--- src/rtl/if_fetch_if.sv ---
`default_nettype none
// ============================================================================
//  Module   : if_fetch_if
//  Purpose  : Instruction-memory read bus between the fetch stage (master)
//             and the instruction memory (slave).
//  Revision : 1.0 - initial release
// ============================================================================
interface if_fetch_if;
  logic        imem_req;
  logic [31:0] imem_addr;
  logic        imem_ack;
  logic [31:0] imem_rdata;

  modport master (
    output imem_req,
    output imem_addr,
    input  imem_ack,
    input  imem_rdata
  );

  modport slave (
    input  imem_req,
    input  imem_addr,
    output imem_ack,
    output imem_rdata
  );
endinterface
`default_nettype wire

--- src/rtl/if_fetch.sv ---
`default_nettype none
// ============================================================================
//  Module   : if_fetch
//  Purpose  : Instruction fetch stage. Requests one word from instruction
//             memory, buffers it and presents it to ID until it is consumed
//             or a redirect arrives. Two-state FSM: S_REQ / S_HOLD.
//  Revision : 1.0 - initial release
// ============================================================================
module if_fetch #(
  parameter logic [31:0] RESET_PC = 32'h0000_0000
) (
  input  wire               clk,
  input  wire               clr_n,
  input  wire               en,
  input  wire               stall,
  input  wire               condition_met,
  input  wire        [31:0] target_pc,
  if_fetch_if.master        imem,
  output logic       [31:0] IF_pc_add4,
  output logic       [31:0] IF_inst,
  output logic              IF_valid,
  output logic              fetch_busy
);

  localparam logic [31:0] c_ALIGN_MASK = 32'hFFFF_FFFC;

  typedef enum logic [0:0] {
    S_REQ  = 1'b0,
    S_HOLD = 1'b1
  } state_t;

  state_t      state_q, state_d;
  logic [31:0] pc_q, pc_d;
  logic [31:0] buf_q, buf_d;
  logic [31:0] w_pc_add4;

  // Plain 32-bit add: the carry out is dropped, so the PC wraps at 2^32.
  assign w_pc_add4 = pc_q + 32'd4;

  // State, PC and instruction buffer; reset abandons everything at once.
  always_ff @(posedge clk or negedge clr_n) begin
    if (!clr_n) begin
      state_q <= S_REQ;
      pc_q    <= RESET_PC;
      buf_q   <= 32'd0;
    end else begin
      state_q <= state_d;
      pc_q    <= pc_d;
      buf_q   <= buf_d;
    end
  end

  // Next state: en=0 freezes, redirect beats ack/consumption, stall only
  // matters while an instruction is being offered.
  always_comb begin
    state_d = state_q;
    pc_d    = pc_q;
    buf_d   = buf_q;
    if (en) begin
      if (condition_met) begin
        // Redirect drops the buffered word and any same-cycle ack.
        pc_d    = target_pc & c_ALIGN_MASK;
        buf_d   = 32'd0;
        state_d = S_REQ;
      end else if (state_q == S_REQ) begin
        if (imem.imem_ack) begin
          buf_d   = imem.imem_rdata;
          state_d = S_HOLD;
        end
      end else if (!stall) begin
        pc_d    = w_pc_add4;
        state_d = S_REQ;
      end
    end
  end

  // Request is gated by reset so the bus is quiet while clr_n is low.
  assign imem.imem_req  = (state_q == S_REQ) && en && clr_n;
  assign imem.imem_addr = pc_q;

  assign IF_valid   = (state_q == S_HOLD);
  assign fetch_busy = ~IF_valid;
  assign IF_inst    = IF_valid ? buf_q     : 32'd0;
  assign IF_pc_add4 = IF_valid ? w_pc_add4 : 32'd0;

endmodule
`default_nettype wire
--- src/flat_wrapper.sv ---
// flat-port wrapper written by rule: the top's interface ports become plain ports
module if_fetch_flat 
#(
  parameter logic [31:0] RESET_PC = 32'h0000_0000
)
  (clk, clr_n, en, stall, condition_met, target_pc, IF_pc_add4, IF_inst, IF_valid, fetch_busy, imem_imem_req, imem_imem_addr, imem_imem_ack, imem_imem_rdata);
  if_fetch_if imem_i ();
  input  wire clk;
  input  wire clr_n;
  input  wire en;
  input  wire stall;
  input  wire condition_met;
  input  wire        [31:0] target_pc;
  output logic       [31:0] IF_pc_add4;
  output logic       [31:0] IF_inst;
  output logic IF_valid;
  output logic fetch_busy;
  output wire logic [$bits(imem_i.imem_req)-1:0] imem_imem_req;
  output wire logic [$bits(imem_i.imem_addr)-1:0] imem_imem_addr;
  input wire logic [$bits(imem_i.imem_ack)-1:0] imem_imem_ack;
  input wire logic [$bits(imem_i.imem_rdata)-1:0] imem_imem_rdata;
  assign imem_imem_req = imem_i.imem_req;
  assign imem_imem_addr = imem_i.imem_addr;
  assign imem_i.imem_ack = imem_imem_ack;
  assign imem_i.imem_rdata = imem_imem_rdata;
  if_fetch #(.RESET_PC(RESET_PC)) u_core (.clk(clk), .clr_n(clr_n), .en(en), .stall(stall), .condition_met(condition_met), .target_pc(target_pc), .imem(imem_i), .IF_pc_add4(IF_pc_add4), .IF_inst(IF_inst), .IF_valid(IF_valid), .fetch_busy(fetch_busy));
endmodule
--- config.mk ---
export PLATFORM = sky130hd
export DESIGN_NAME = if_fetch_flat
export DESIGN_NICKNAME = d
export VERILOG_FILES = /design/src/rtl/if_fetch_if.sv /design/src/rtl/if_fetch.sv /design/src/flat_wrapper.sv
export SDC_FILE = /design/constraint.sdc
export NUM_CORES = 1
export LEC_CHECK = 0
export CAP_MARGIN = 20
export CELL_PAD_IN_SITES_DETAIL_PLACEMENT = 1
export CELL_PAD_IN_SITES_GLOBAL_PLACEMENT = 2
export CORE_MARGIN = 10
export CORE_UTILIZATION = 25
export DETAILED_ROUTE_END_ITERATION = 10
export HOLD_SLACK_MARGIN = 0.1
export PLACE_DENSITY = 0.9
export SYNTH_ARGS = -nofsm -noshare
export SYNTH_HDL_FRONTEND = slang
export SYNTH_SLANG_ARGS = --single-unit
export TNS_END_PERCENT = 30
--- constraint.sdc ---
create_clock -name clk -period 6.3 [get_ports clk]
set_input_delay 0.945 -clock clk [delete_from_list [all_inputs] [get_ports clk]]
set_output_delay 0.945 -clock clk [all_outputs]
set_load 0.02 [all_outputs]
-- Yosys cells after proc, flatten, opt, wreduce, memory -nomap -nowiden
Cells that the tools add are included.
- register bits after elaboration: 65
- bits in latches: 0
- bits in writable memories: 0
- bits in read-only memories: 0
- input port bits: 70
- output and inout port bits: 99
- logic and storage cells: 25
- memories: 0
- add/sub/neg operators: 1
- $mul: 0
- div/mod/pow operators: 0
- magnitude comparators: 0
- equality and inequality tests: 2
- shifts and indexed selects: 0
- mux-type cells: 12
- bitwise operators: 1
- reductions and logical operators: 6
- operators by type and width (kind ; count):
    32-bit two-way mux ; 8
    32-bit by 3-bit adder with 32-bit output, second input constant ; 1
    3-bit AND reduction ; 2
    1-bit two-way mux ; 4
    2-bit nonzero test ; 2
    1-bit logical AND ; 2
    2-bit by 1-bit != test with 1-bit output, second input constant ; 1
    2-bit != test, second input constant ; 1
    1-bit inverter ; 1

-- Logic depth before layout (Yosys ltp)
Gate-level depths: netlist of run 1.
- depth after elaboration: 4
- depth in mapped cells: 7

-- Least setup slack after synthesis of run 1
Ideal clock, no wire load.
- kind: register to output
- start: register u_core.pc_q[2], in the netlist u_core.imem.imem_addr[2]
- end: output IF_pc_add4[30]
- arrival: 2.276 ns
- required time: 5.355 ns
- path slack: 3.079 ns
- stages on the path, launching flop included: 8
- cell sequence: dfrtp_1 ha_1 nand4_1 or2_1 clkbuf_1 or4_4 xor2_1 nor2_1
- cells in the longest elaborated chain, start to end: 2
- RTL lines (element ; RTL line ; source):
    start, declared ; if_fetch.sv:33 ; logic [31:0] pc_q, pc_d;
    start signal, assigned ; if_fetch.sv:48 ; pc_q <= pc_d;
    32-bit by 3-bit adder with 32-bit output ; if_fetch.sv:38 ; assign w_pc_add4 = pc_q + 32'd4;
    32-bit two-way mux ; if_fetch.sv:84 ; assign IF_pc_add4 = IF_valid ? w_pc_add4 : 32'd0;
    end, declared ; flat_wrapper.sv:14 ; output logic [31:0] IF_pc_add4;
Every way passes these cells.

-- Worst setup path after layout of run 1
- start: register u_core.pc_q[4], in the netlist u_core.imem.imem_addr[4]
- end: output IF_pc_add4[31]
Same word-level chain as after synthesis.

==> results of run 1 <==
[state kept, by name (all words and copies together), names as in the netlist]
name and flops:
u_core.imem.imem_addr 30, u_core.IF_valid 1, u_core.buf_q 32
[worst paths after layout]
check,endpoint,slack (ns),cells after the start
min,u_core.buf_q[2],0.49,1
max in group asynchronous,u_core.imem.imem_addr[17],4.92,2
min reg2reg,u_core.buf_q[2],0.49,1
max,IF_pc_add4[31],2.03,6
min in group asynchronous,u_core.buf_q[27],0.81,2
max reg2reg,u_core.imem.imem_addr[30],3.79,6
[cells by family (layout without fill, tap and decap cells)]
kind of cell / Yosys count / in the layout / synth area share (%)
other: 1 / 4 / 0.09928
and+or+nand+nor: 181 / 181 / 26.00
xor gates and xnor gates: 27 / 27 / 6.260
muxes: 4 / 4 / 1.060
adders and majority gates: 1 / 1 / 0.3312
AOI/OAI and AO/OA: 107 / 107 / 19.54
buffers and inverters: 45 / 190 / 4.968
DFF: 63 / 63 / 41.74
[layout make-up]
class | count | area, um^2 | share of cell area [%]
Clock buffer | 11 | 232.7 | 3.942
Multi-Input combinational cell | 324 | 2032 | 34.41
Sequential cell | 63 | 1577 | 26.70
Clock inverter | 4 | 95.09 | 1.611
Tap cell | 184 | 230.2 | 3.899
Inverter | 5 | 18.77 | 0.3179
Timing Repair Buffer | 170 | 1719 | 29.12
[cells in the mapped netlist (2+ instances only)]
master and number:
dfrtp_1 63, nor2_1 44, and2_1 34, a22o_1 32, clkbuf_1 30, a21oi_1 24, nand3_1 24, o21ai_0 21
nand2_1 17, xnor2_1 15, xor2_1 12, and3_1 11, nor3_1 11, nand4_1 9, nor4_1 8, or4_1 6
a22oi_1 5, o2bb2ai_1 5, a31oi_1 4, buf_4 4, inv_1 4, mux2i_1 4, o22ai_1 4, a2bb2oi_1 3
buf_1 3, buf_2 3, o21a_1 3, or3_1 3, a311o_1 2, nor2b_1 2, o22a_1 2, or4_4 2
[metrics by stage]
| step | std cells | hold slack [ns] | power, mW |
|---|---|---|---|
| detailed placement | 744 | 0.4834 | 1.054 |
| global placement | 743 | 0.4791 | 1.038 |
| finish | 761 | 0.4934 | 1.612 |
| global route | 761 | 0.5053 | 1.693 |
| CTS | 759 | 0.4995 | 1.632 |
| floorplan | 432 | 0.4645 | 0.7877 |
[routing by layer]
metal	vias to the layer above	GRT usage, %
met5	-	0
met4	0	4.669
met3	13	7.131
met2	136	22.88
met1	1865	17.53
li1	1830	-
[where the power goes]
| part | internal (mW) | switching [mW] |
|---|---|---|
| registers | 0.457 | 0.0764 |
| clock network | 0.384 | 0.185 |
| logic | 0.248 | 0.262 |
| total | 1.09 | 0.523 |
==> reports/results.txt, run 1 <==
status -> complete, no violations
drt wl/cell -> 19.65 um
Arrival @ worst endpoint -> 3.33 ns
YS warnings -> 0
DRT Pass-1 Iters -> 4
commonest non-fill, non-tap cell in the layout -> clkdlybuf4s50_1
hold crit path type -> reg -> reg
Setup WS post-layout -> 2.025 ns
ranking of synthesized cells by area -> dfrtp_1 42%, a22o_1 7.4%, and2_1 5.6%
min-delay src -> u_core.buf_q[2]
layout cells sized above 1 -> 5.893%
Synth cell types -> 47
Post-synth EDFFs -> 0
worst-margin pin slew -> 0.8696 ns
syn_area_per_cell -> 8.805 um^2
grt ovf -> 0
ys async rst share -> 100.0%
top cell type by total area after synthesis -> dfrtp_1
Final nets -> 644
die footprint -> 0.02043 mm^2
wire length on met1 -> 6375 um
Core ar. -> 0.01464 mm^2
setup TNS -> 0 ns
Synth Instances -> 429
hold buffer count at cts -> 0
DRT antenna net count -> 0
fin util -> 40.32%
cell area power density -> 273.0 mW/mm^2
Seq/Total Area, Yosys -> 41.74%
Area growth syn-to-layout -> 56.31%
DR top layer -> met4
DR WL met3 -> 1561 um
WS Path Type -> reg -> out
# fillers -> 1,691
share of the synthesized area in the top cell type -> 41.74%
GR Util All Layers -> 14.73%
clock sinks -> 63
fmax -> 233.9 MHz
HPWL Detailed -> 10,940 um
H-tree Lvls -> 3
worst vdd ir -> 95.56 uV
commonest cells after routing, fill and taps aside -> 160 x clkdlybuf4s50_1, 63 x dfrtp_1, 44 x nor2_1
crit path buf inv count -> 1
peak per-stage delay on the critical path -> 0.65 ns
cell family with most CP delay -> simple AND/OR/NAND/NOR gates
routability cong. -> 0.7601
CP Launch Point -> u_core.imem.imem_addr[4]
initial core utilization -> 25.79%
final number of setup-violating endpoints -> 0
Worst slew margin -> 42.03%
initial antenna violation count -> 1
root buffer cell -> clkbuf_16
Crit path required time -> 5.35 ns
Post-Syn Area -> 0.003777 mm^2
# diodes -> 0
min Tclk post-route -> 4.275 ns
Final Hold Fails -> 0
post-route cell area -> 0.005904 mm^2
CTS resizes -> 0
Leak -> 2.331 nW
Remaining DRCs -> 0
Top FF cell, synth -> dfrtp_1
final period utilization -> 67.85%
#FFs+latches synth -> 63
crit path capture type -> output port
Max Slew Vio Count -> 0
vias in the first global route -> 4,262
clock-pin slew on the worst setup and hold paths -> 0.06 ns
RSZ-0062 raised after global routing -> false
CTS tree -> yes
crit path launch type -> flop
CP max-delay cell -> clkdlybuf4s50_1
clk_lat worst skew -> 0.33 ns
worst-path cell chain -> nand3_1, or3_1, nor4_1, xnor2_1, nor2_1, clkdlybuf4s50_1
cts bufs inserted -> 9
final wirelength -> 14,950 um
Worst Clk Skew -> 0.005334 ns
Die Width -> 142.9 um
r2r startpoint -> u_core.imem.imem_addr[2]
Rows -> 44
detailed router's first-iteration violation count -> 155
setup slack after placement -> 2.264 ns
via density per instance -> 5.051
routed length on met2 -> 6812 um
CTS Buffer Depth -> 2
largest net degree at the start of global routing -> 65
postcts setup bufs -> 0
port bufs -> 162
first-pass GRT wire length -> 24,000 um
# IOs -> 169
Max-Cap Viols -> 0
critical path fanouts, max -> 11
vias -> 3,844
die span in y -> 142.9 um
placed inst area -> 0.005534 mm^2
(Power assumes the default switching activity.)
==> run 2, diff against run 1 <==
- CORE_UTILIZATION: 25 -> 21
- PLACE_DENSITY: 0.9 -> 0.81
- clock period: 6.3 -> 3.6 ns (I/O delays scaled with it)
==> run 2 against run 1 <==
Count of clock-buffer cells in the layout increased by 4. Power increased by 65%. Wire length increased by 4.7%. Clock skew decreased by 0.0016 ns. Design area increased by 0.83%. Clock power increased by 46%. Global-route usage decreased by 1.6 points. First-iteration DRC count increased by 32%. Worst setup slack got worse by 1.8 ns. Flip-flop and latch count unchanged. Largest power group is now sequential cells.
==> reports/results.txt, run 2 (same netlist as run 1, synthesis figures left out) <==
Non-Filler Instances -> 810 (+6.4%)
RSZ-0062 raised after global routing -> true
post-route cell area -> 0.005953 mm^2 (+0.83%)
Remaining DRCs -> 0 (unchanged)
Final nets -> 652 (+1.2%)
fmax -> 295.2 MHz
layout cells sized above 1 -> 8.205% (+2.3 points)
largest net degree at the start of global routing -> 43 (-34%)
# fillers -> 2,028 (+20%)
hold crit path type -> in -> async
Core ar. -> 0.01748 mm^2 (+19%)
min Tclk post-route -> 3.388 ns
cell area power density -> 447.1 mW/mm^2 (+64%)
initial antenna violation count -> 1 (unchanged)
CTS Buffer Depth -> 2 (unchanged)
GR Util All Layers -> 13.15% (-1.6 points)
fin util -> 34.06% (-6.3 points)
drt wl/cell -> 19.33 um (-1.6%)
Final Hold Fails -> 0 (unchanged)
final wirelength -> 15,660 um (+4.7%)
Max-Cap Viols -> 0 (unchanged)
HPWL Detailed -> 11,680 um (+6.8%)
status -> complete, no violations
max reg flops -> 32 (unchanged)
clk_lat worst skew -> 0.33 ns (about the same)
routability cong. -> 0.7622 (+0.28%)
vias in the first global route -> 4,403 (+3.3%)
worst vdd ir -> 221.4 uV (+130%)
detailed router's first-iteration violation count -> 204 (+32%)
commonest cells after routing, fill and taps aside -> 156 x clkdlybuf4s50_1, 61 x dfrtp_1, 43 x nor2_1
final period utilization -> 94.11%
placed inst area -> 0.005643 mm^2 (+2.0%)
Max Slew Vio Count -> 0 (unchanged)
Leak -> 2.373 nW (+1.8%)
root buffer cell -> clkbuf_16
Crit path required time -> 3.06 ns (-2.29 ns)
Die Width -> 154.1 um (+7.8%)
DRT Pass-1 Iters -> 4 (unchanged)
crit path capture type -> output port
area of the multi-input gates -> 0.002056 mm^2 (+1.2%)
peak per-stage delay on the critical path -> 0.64 ns (about the same)
cts bufs inserted -> 9 (unchanged)
via density per instance -> 4.841 (-4.2%)
die span in y -> 154.1 um (+7.8%)
first-pass GRT wire length -> 25,330 um (+5.5%)
initial core utilization -> 21.61% (-4.2 points)
Biggest register -> u_core.buf_q
clock-pin slew on the worst setup and hold paths -> 0.05 ns (about the same)
placed cells -> 795 (+6.9%)
Area growth syn-to-layout -> 57.60%
grt ovf -> 0 (unchanged)
setup TNS -> 0 ns (unchanged)
Rows -> 48 (+9.1%)
worst-path cell chain -> ha_1, nand4_1, or2_1, buf_4, nor3_2, xnor2_1, nor2_1, clkdlybuf4s50_1
clock sinks -> 63 (unchanged)
Worst slew margin -> 49.06% (+7.0 points)
H-tree Lvls -> 3 (unchanged)
Arrival @ worst endpoint -> 2.85 ns (-0.48 ns)
port bufs -> 162 (unchanged)
final hold slack -> 0.1097 ns (-0.3836 ns)
postcts setup bufs -> 0 (unchanged)
Worst Clk Skew -> 0.003698 ns (-0.001636 ns)
commonest non-fill, non-tap cell in the layout -> clkdlybuf4s50_1
worst-margin pin slew -> 0.7640 ns (-0.1056 ns)
crit path launch type -> flop
vias -> 3,921 (+2.0%)
die footprint -> 0.02375 mm^2 (+16%)
DRT antenna net count -> 0 (unchanged)
CTS tree -> yes
final number of setup-violating endpoints -> 0 (unchanged)
CP max-delay cell -> clkdlybuf4s50_1
# diodes -> 0 (unchanged)
WS Path Type -> reg -> out
critical path fanouts, max -> 7 (-4)
# IOs -> 169 (unchanged)
FF+latch area -> 0.001579 mm^2 (+0.16%)
run 2: power by group:
part	total (mW)	internal (mW)	switching, mW
Clock	0.831	0.520	0.312
Sequential	0.929	0.800	0.129
Combinational	0.901	0.432	0.469
run 2: cell type report:
type                    instances  share of cell area [%]
inverters                       5                  0.3153
multi-input cells             324                   34.53
well taps                     225                   4.729
clock buffers                  15                   4.666
repair buffers                178                   29.23
flip-flops and latches         63                   26.52
run 2: final timing paths:
kind | start | to | slack [ns] | cells after the start
setup / recovery | u_core.imem.imem_addr[2] | IF_pc_add4[16] | 0.21 | 8
hold / removal | clr_n | u_core.imem.imem_addr[13] | 0.11 | 1
setup reg to reg | u_core.imem.imem_addr[2] | u_core.imem.imem_addr[30] | 1.18 | 6
hold reg to reg | u_core.buf_q[0] | u_core.buf_q[0] | 0.50 | 1
max in group asynchronous | clr_n | u_core.buf_q[11] | 2.58 | 2
min in group clk | u_core.buf_q[0] | u_core.buf_q[0] | 0.50 | 1
run 2: through the flow:
stage | power (mW) | worst slack (ns)
finish | 2.662 | 0.2122
global route | 2.832 | -0.001217
CTS | 2.713 | 0.01912
detailed placement | 1.856 | 0.3283
global placement | 1.833 | 0.3628
floorplan | 1.378 | 0.7844
run 2: timing repair:
item                       4_1_cts  5_1_grt
setup endpoints to repair        2        9
hold buffers                     0        0
gates resized for setup          2        9
pin swaps                        0        0
cloned                           0        0
run 2: critical path, delay by kind of cell (launching register included):
family	cells	cell delay (ns)
XOR/XNOR	1	0.10
AND/OR/NAND/NOR	4	0.88
adder cells (fa/ha/maj)	1	0.28
buffers and inverters	2	0.83
flip-flops	1	0.42
run 2: per-layer routing:
layer  part of all wire (%)  vias up  track usage [%]
met2                     46      130            20.48
met4                   0.72        0            2.879
met1                     43     1941            15.67
li1                       -     1843                -
met3                     11        7            6.918
met5                      0        -                0
==> variant, RTL diff (config.mk and constraints of run 2) <==
`buf_q` no longer has a reset.
--- a/src/rtl/if_fetch.sv
+++ b/src/rtl/if_fetch.sv
@@ -43,10 +43,12 @@
       state_q <= S_REQ;
       pc_q    <= RESET_PC;
-      buf_q   <= 32'd0;
     end else begin
       state_q <= state_d;
       pc_q    <= pc_d;
-      buf_q   <= buf_d;
     end
+  end
+
+  always_ff @(posedge clk) begin
+    buf_q <= buf_d;
   end
 
Check against the original RTL: same outputs for any inputs over 4 cycles, from zero or initial values; that may be too few to reach the edited logic, so the function may still have changed.
==> variant against run 2 <==
Largest cell class unchanged; register-to-register slack got worse by 0.16 ns; design area up 9.5%; total power grew 11%; worst setup slack got worse by 0.060 ns; clock skew is 0.0026 ns higher; synthesized area rose by 13%; critical path type unchanged; wire length is 15% higher; largest power group is now combinational cells; critical endpoint is now IF_pc_add4[26]; hold slack improved by 0.48 ns; sequential cell count is the same.
==> variant: results (changes against run 2) <==
Parameter                              Value

Outcome
  Outcome ... complete, no violations (unchanged)

Layout
  # nets final ... 705 (was 652)
  Fill count ... 2,302 (was 2,028)

Routing
  Initial drt markers ... 255 (was 204)
  Via Count ... 4,442 (was 3,921)
  Met3 WL ... 897 microns (was 1660 microns)
  Wire length reported by the detailed router ... 18,000 microns (was 15,700 microns)

Global routing
  First-pass GRT wire length ... 28,000 microns (was 25,300 microns)
  GR met3 Demand/Resource ... 0.0321 (was 0.0692)
  GR Layer Usage met2 ... 0.222 (was 0.205)
  Aggregate global-route resource usage ... 0.134 (was 0.131)
  Number of global-route vias before repair ... 4,716 (was 4,403)
  Number of antenna violations at the first check in global routing ... 0 (was 1)

Worst setup path
  Number of cells on the worst reg-to-reg path ... 4 (was 6)
  Delay of the slowest critical-path stage ... 0.66 ns (was 0.64 ns)
  Register-to-Register Setup Slack ... 1.02 ns (was 1.18 ns)
  Crit path from ... u_core.imem.imem_addr[3]$_DFFE_PN0P_ (was u_core.imem.imem_addr[2]$_DFFE_PN0P_)
  Worst flop-to-flop path startpoint ... u_core.IF_valid$_DFFE_PN0P_ (was u_core.imem.imem_addr[2]$_DFFE_PN0P_)
  Critical path data arrival time ... 2.91 ns (was 2.85 ns)

Timing
  Post-Route Skew ... 0.00629 ns (was 0.00370 ns)
  Period Utilization, post-route ... 0.958 (was 0.941)

Synthesis
  Main area contributors after synthesis ... sky130_fd_sc_hd__edfxtp_1 (23%), sky130_fd_sc_hd__dfrtp_1 (18%), sky130_fd_sc_hd__and2_1 (5.4%) (was sky130_fd_sc_hd__dfrtp_1 (42%), sky130_fd_sc_hd__a22o_1 (7.4%), sky130_fd_sc_hd__and2_1 (5.6%))
  Number of library cell types mapped by synthesis ... 56 (was 47)
  Number of flops mapped to enable cells by yosys ... 32 (was 0)
  Xor/xnor cell area share of the yosys netlist ... 0.0267 (was 0.0626)
  Sequential element share of the synthesized area ... 0.408 (was 0.417)
  Share of synthesized registers carrying an async set or reset ... 0.492 (was 1.00)

Placed design
  Final weighted congestion of routability-driven global placement ... 0.834 (was 0.762)

Hold path
  Path class of the lowest-slack min-delay path ... register to register (was input port to asynchronous set/reset pin)
==> variant: cell types whose count changed after synthesis, moves of 8 or more <==
| cell | before | now |
|---|---|---|
| sky130_fd_sc_hd__a21oi_1 | 24 | 38 |
| sky130_fd_sc_hd__a22o_1 | 32 | 0 |
| sky130_fd_sc_hd__dfrtp_1 | 63 | 31 |
| sky130_fd_sc_hd__edfxtp_1 | 0 | 32 |
| sky130_fd_sc_hd__nand4_1 | 9 | 17 |
| sky130_fd_sc_hd__nor2_1 | 44 | 33 |
| sky130_fd_sc_hd__nor2b_1 | 2 | 34 |
| sky130_fd_sc_hd__o211ai_1 | 0 | 9 |
| sky130_fd_sc_hd__or3_1 | 3 | 11 |
| sky130_fd_sc_hd__xor2_1 | 12 | 4 |
==> variant: power by group through the flow <==
| stage | clock, mW | combinational (mW) | sequential [mW] |
|---|---|---|---|
| after floorplan | 0 | 0.496 | 0.995 |
| after global placement | 0 | 1.05 | 0.948 |
| after detailed placement | 0 | 1.07 | 0.956 |
| after CTS | 0.969 | 1.08 | 0.943 |
| final | 0.945 | 1.06 | 0.944 |
| after global routing | 1.00 | 1.15 | 0.961 |
==> variant: through the flow <==
stage / cells / total power, mW / area [sq um] / hold WS, ns
6_report: 909 / 2.95 / 6520 / 0.587
5_1_grt: 909 / 3.11 / 6520 / 0.608
4_1_cts: 909 / 2.99 / 6500 / 0.641
3_5_place_dp: 893 / 2.03 / 6190 / 0.629
3_3_place_gp: 893 / 2.00 / 6190 / 0.564
2_1_floorplan: 487 / 1.49 / 4270 / 0.244
==> variant: layout make-up <==
class	instances	area, sq um	share of cell area
clock buffer	10	229	0.0351
clock inverter	6	85.1	0.0131
inverter	7	26.3	0.00403
multi-input combinational	364	2280	0.349
sequential	63	1740	0.267
tap	270	338	0.0518
timing repair buffer	189	1820	0.280
